===== config.mk =====
export PLATFORM = sky130hd
export DESIGN_NAME = multi_comparer_sync
export DESIGN_NICKNAME = d
export VERILOG_FILES = /design/src/rtl/multi_comparer_sync.sv
export SDC_FILE = /design/constraint.sdc
export NUM_CORES = 1
export LEC_CHECK = 0
export CORE_MARGIN = 2
export CORE_UTILIZATION = 45
export CTS_CLUSTER_DIAMETER = 150
export DETAILED_ROUTE_END_ITERATION = 12
export PLACE_DENSITY = 0.64
export SYNTH_ARGS = -nofsm -noshare
export SYNTH_HDL_FRONTEND = slang
export SYNTH_SLANG_ARGS = --single-unit

===== constraint.sdc =====
create_clock -name clock -period 6.7 [get_ports clock]
set_clock_uncertainty 0.1 [all_clocks]
set_input_delay 1.34 -clock clock [delete_from_list [all_inputs] [get_ports clock]]
set_output_delay 1.34 -clock clock [all_outputs]
set_load 0.01 [all_outputs]

===== src/rtl/multi_comparer_sync.sv =====
// multi_comparer_sync
//   Parallel header matcher for NMEA-style byte streams. Each byte presented
//   with `load` is compared against K reference headers of L bytes. Completed
//   headers are reported on a registered one-cycle pulse. The result selects
//   which sentence parser consumes the fields that follow.
//
// Ports
//   clock    in   rising-edge system clock
//   reset    in   synchronous, active-high; has priority over restart
//   restart  in   restart every comparison from this cycle (current byte included)
//   load     in   `data` is valid this cycle
//   data     in   B-bit stream byte
//   hit      out  one-cycle pulse: some pattern completed on the previous load
//   hit_vec  out  K-bit set of patterns that completed (0 when hit=0)
//   hit_id   out  lowest set index of hit_vec (0 when hit=0)
//   reject   out  one-cycle pulse: the previous loaded byte advanced no pattern
//   alive    out  K-bit level: patterns still able to match
module multi_comparer_sync #(
  parameter int               B        = 8,
  parameter int               L        = 6,
  parameter int               K        = 4,
  parameter logic [K*L*B-1:0] REFS     = {"$GPZDA", "$GPGGA", "$GPRMC", "$GPGSV"},
  parameter logic [K*L-1:0]   MASK     = '1,
  parameter bit               ANCHORED = 1'b0,
  parameter int               IW       = (K > 1) ? $clog2(K) : 1
) (
  input  logic          clock,
  input  logic          reset,
  input  logic          restart,
  input  logic          load,
  input  logic [B-1:0]  data,
  output logic          hit,
  output logic [K-1:0]  hit_vec,
  output logic [IW-1:0] hit_id,
  output logic          reject,
  output logic [K-1:0]  alive
);

  localparam int PW = $clog2(L + 1);

  // Byte j of pattern k; pattern 0 sits in the most-significant slot and
  // byte 0 (sent first) is the most-significant byte of its pattern.
  function automatic logic [B-1:0] ref_byte(input int k, input int j);
    return REFS[(K-1-k)*L*B + (L-1-j)*B +: B];
  endfunction

  // 1 = byte j of pattern k must match, 0 = wildcard.
  function automatic logic care_bit(input int k, input int j);
    return MASK[(K-1-k)*L + (L-1-j)];
  endfunction

  logic [PW-1:0] p_q [K];
  logic [PW-1:0] p_d [K];
  logic [K-1:0]  alive_q, alive_d;
  logic [K-1:0]  hit_vec_q, hit_vec_d;
  logic [IW-1:0] hit_id_q, hit_id_d;
  logic          hit_q, hit_d;
  logic          reject_q, reject_d;

  always_comb begin
    logic [PW-1:0] pe;
    logic          ae, m, m0, adv_any;
    adv_any   = 1'b0;
    hit_vec_d = '0;
    alive_d   = alive_q;
    hit_id_d  = '0;
    for (int k = 0; k < K; k++) begin
      // Restart overrides the stored state before the current byte is
      // compared, so the byte arriving with restart is matched at position 0.
      pe = restart ? '0 : p_q[k];
      ae = restart | alive_q[k];
      m  = !care_bit(k, int'(pe)) || (data == ref_byte(k, int'(pe)));
      m0 = !care_bit(k, 0) || (data == ref_byte(k, 0));
      p_d[k]     = pe;
      alive_d[k] = ae;
      if (load && ae) begin
        if (m && (pe == PW'(L - 1))) begin
          hit_vec_d[k] = 1'b1;
          p_d[k]       = '0;
          if (ANCHORED) alive_d[k] = 1'b0;
          adv_any = 1'b1;
        end else if (m) begin
          p_d[k]  = pe + PW'(1);
          adv_any = 1'b1;
        end else if (!ANCHORED) begin
          // Single-byte retry: a mismatching byte may itself start the header.
          // Such a restart at position 1 still counts as progress for reject.
          p_d[k] = m0 ? PW'(1) : '0;
          if (m0) adv_any = 1'b1;
        end else begin
          alive_d[k] = 1'b0;
          p_d[k]     = '0;
        end
      end
    end
    // Descending scan leaves the lowest completing index.
    for (int k = K - 1; k >= 0; k--) begin
      if (hit_vec_d[k]) hit_id_d = IW'(k);
    end
    hit_d    = |hit_vec_d;
    reject_d = load && !adv_any;
  end

  always_ff @(posedge clock) begin
    if (reset) begin
      for (int k = 0; k < K; k++) p_q[k] <= '0;
      alive_q   <= '1;
      hit_q     <= 1'b0;
      hit_vec_q <= '0;
      hit_id_q  <= '0;
      reject_q  <= 1'b0;
    end else begin
      for (int k = 0; k < K; k++) p_q[k] <= p_d[k];
      alive_q   <= alive_d;
      hit_q     <= hit_d;
      hit_vec_q <= hit_vec_d;
      hit_id_q  <= hit_id_d;
      reject_q  <= reject_d;
    end
  end

  assign hit     = hit_q;
  assign hit_vec = hit_vec_q;
  assign hit_id  = hit_id_q;
  assign reject  = reject_q;
  assign alive   = alive_q;

endmodule


==> flow_summary.toml <==
[synth]
ys.flop_type = "dfxtp_1"
yosysUniqueCellTypes = 65
synth_top_area_share = 0.190
synth-seq-cells = 24
ys_top_cells_by_area = "dfxtp_1 19%, ha_1 14%, xnor2_1 5.2%, a21oi_1 3.8%, nand2_1 3.7%"
synth.top_cells.by_count = "29 x ha_1, 25 x nand2_1, 24 x dfxtp_1, 24 x nor2_1, 19 x a21oi_1"
syn-num-nets = 359
synth-warning-count = 0
synth-seq-area-share = 0.190
synth_edf_count = 0
synth_area_mm2 = 0.00253
synthCells = 318
syn_area_per_cell_um2 = 7.96
async_flop_share = 0
synth_area_leader_cell = "dfxtp_1"
yosysMostFrequentCell = "ha_1"

[routing]
viasPerCell = 5.73
first_iter_violations = 117
drc_errors = 0
ant_nets = 0
wire_per_inst_um = 15.5
routed_wl_um = 6180
vias = 2285
drt_pass1_iterations = 4

[floorplan]
core_area_mm2 = 0.00547
rows = 27
die_y_um = 79
io_pins = 24
initial_utilization = 0.463
die_w_um = 79
die_area_mm2 = 0.00624

[worst_setup_path]
crit_chain = "clkdlybuf4s50_1 -> nor2b_4 -> inv_1 -> ha_1 -> nor2_1 -> a22o_1 -> a221oi_1 -> xnor2_1 -> nand4_1 -> or4_4 -> nor3b_2"
regToRegEndpoint = "hit_id[1]"
worst_path_max_delay_cell = "clkdlybuf4s50_1"
ff2ff_path_depth = 10
reg2reg_slack_ps = 3260
criticalPathCategory = "input pin to flop"
crit_path_end_kind = "flop"
required_ps = 6770
r2r_start = "p_q[1][1]"
critPathLaunchType = "input pin"
critical_path.max_fanout = 16
cp_top_family = "simple AND/OR/NAND/NOR gates"
slowest_delay_ps = 690
crit_arrival_ps = 4910
worst-path-buf-inv = 2

[cts]
cts_tree = "built"
clock_latency_ps = 270
clock-root-buffer = "clkbuf_8"
clk_pin_slew_worst_paths_ps = 90
h-tree-depth = 1
cts_resized = 0
cts_hold_buf = 0
cts_max_path_buffers = 2
post-cts-setup-buffers = 0
clock-sinks = 24
cts_buffers = 3

[cells_and_area]
drive_above_1_share = 0.0765
nets = 369
syn_to_final_growth_pct = 12.0
n_antenna_cell = 0

[placement]
place_ws_ps = 1590
hpwl_um = 4700
port_buffers = 23
gp_congestion = 0.864

[grt]
track_usage = 0.202
grt_pass1_wl_um = 10200
grt_pass1_vias = 2034
antenna_found_initial = 0
grt_overflow = 0
grt_start_max_net_pins = 24

[worst_hold_path]
hold_end = "alive[0]"
min_path_type = "flop to flop"
worstHoldStart = "alive[0]"
hold_depth = 1

[flow_run]
cap_viol_max_count = 0

[timing]
setup_tns_ps = 0
rsz0062_at_grt = "false"
hold_violations = 0
fmax_ghz = 0.207
setup_viol = 0
fin_crit_ps = 4840
final.period_utilization = 0.723
report.final.slew_viol_count = 0
worst_slack_ps = 1860
worst_slew_pin_slew_ps = 907
slew_headroom = 0.393

[power_and_ir_drop]
p_leak_uw = 0.00107
vdd_ir_drop_max_v = 0.0000716
power_density_mw_per_mm2 = 113

[status]
outcome = "complete, no violations"
state kept, by name, indices dropped and copies added, names as in the netlist:
signal,cells
hit_id,2
hit_vec,4
p_q,12
reject,1
hit,1
alive,4
kinds of logic after synthesis:
group                      count (synthesis)  synth area share
xor gates and xnor gates                  19            0.0657
adders and majority gates                 29             0.143
muxes                                     11            0.0445
buffers and inverters                     35            0.0628
AOI/OAI and AO/OA                         73             0.208
and+or+nand+nor                          127             0.286
DFF                                       24             0.190
cell type report:
class	instances	area [µm²]
clock inverters	1	30.0
inverters	15	56.3
repair buffers	25	245
well taps	72	90.1
multi-input cells	259	1890
clock buffers	3	41.3
fillers	560	2640
flip-flops and latches	24	480
power by group:
group,total [µW],switching [µW],internal [µW]
clock,131,50.6,79.9
sequential,144,0.678,143
combinational,46.8,27.7,19.1
layer usage:
metal  GRT usage  share of wire
met5           0              0
met4      0.0638          0.013
met3      0.0136          0.040
met2       0.325           0.46
met1       0.288           0.49
cell usage in the layout (no fill, tap or decap), types with 3 or more instances in the layout:
cell type / instances
nor2_1: 24
o21a_1: 5
xnor2_1: 15
dfxtp_1: 24
a211oi_1: 6
o21ai_0: 12
mux2i_1: 9
nand2b_1: 13
nand2_1: 25
a21oi_1: 19
a31oi_1: 5
nand4_1: 6
or3_1: 7
nor3b_1: 3
clkbuf_8: 3
a221oi_1: 3
nor3_1: 9
nor2b_1: 6
inv_1: 15
ha_1: 29
and3_1: 3
clkdlybuf4s50_1: 23
nand3_1: 7
xor2_1: 4
how the worst max path moves through the flow:
stage | to | startpoint | cells past startpoint | slack, ps
finish | hit_id[1] | restart | 11 | 1860
floorplan | hit_id[1] | restart | 13 | 2390
detailed placement | hit_id[1] | restart | 11 | 1590
global route | hit_id[1] | restart | 11 | 1660
CTS | hit_id[1] | restart | 11 | 1880
global placement | hit_id[1] | restart | 11 | 1680
stage by stage:
step | utilization | area, µm² | std cells | power (µW) | hold WS, ps
5_1_grt | 0.518 | 2840 | 399 | 335 | 436
3_3_place_gp | 0.505 | 2760 | 395 | 194 | 388
4_1_cts | 0.518 | 2840 | 399 | 324 | 410
2_1_floorplan | - | 2530 | 318 | 178 | 425
3_5_place_dp | 0.505 | 2760 | 395 | 194 | 386
6_report | 0.518 | 2840 | 399 | 321 | 404
Power figures use the tool's default switching activity.
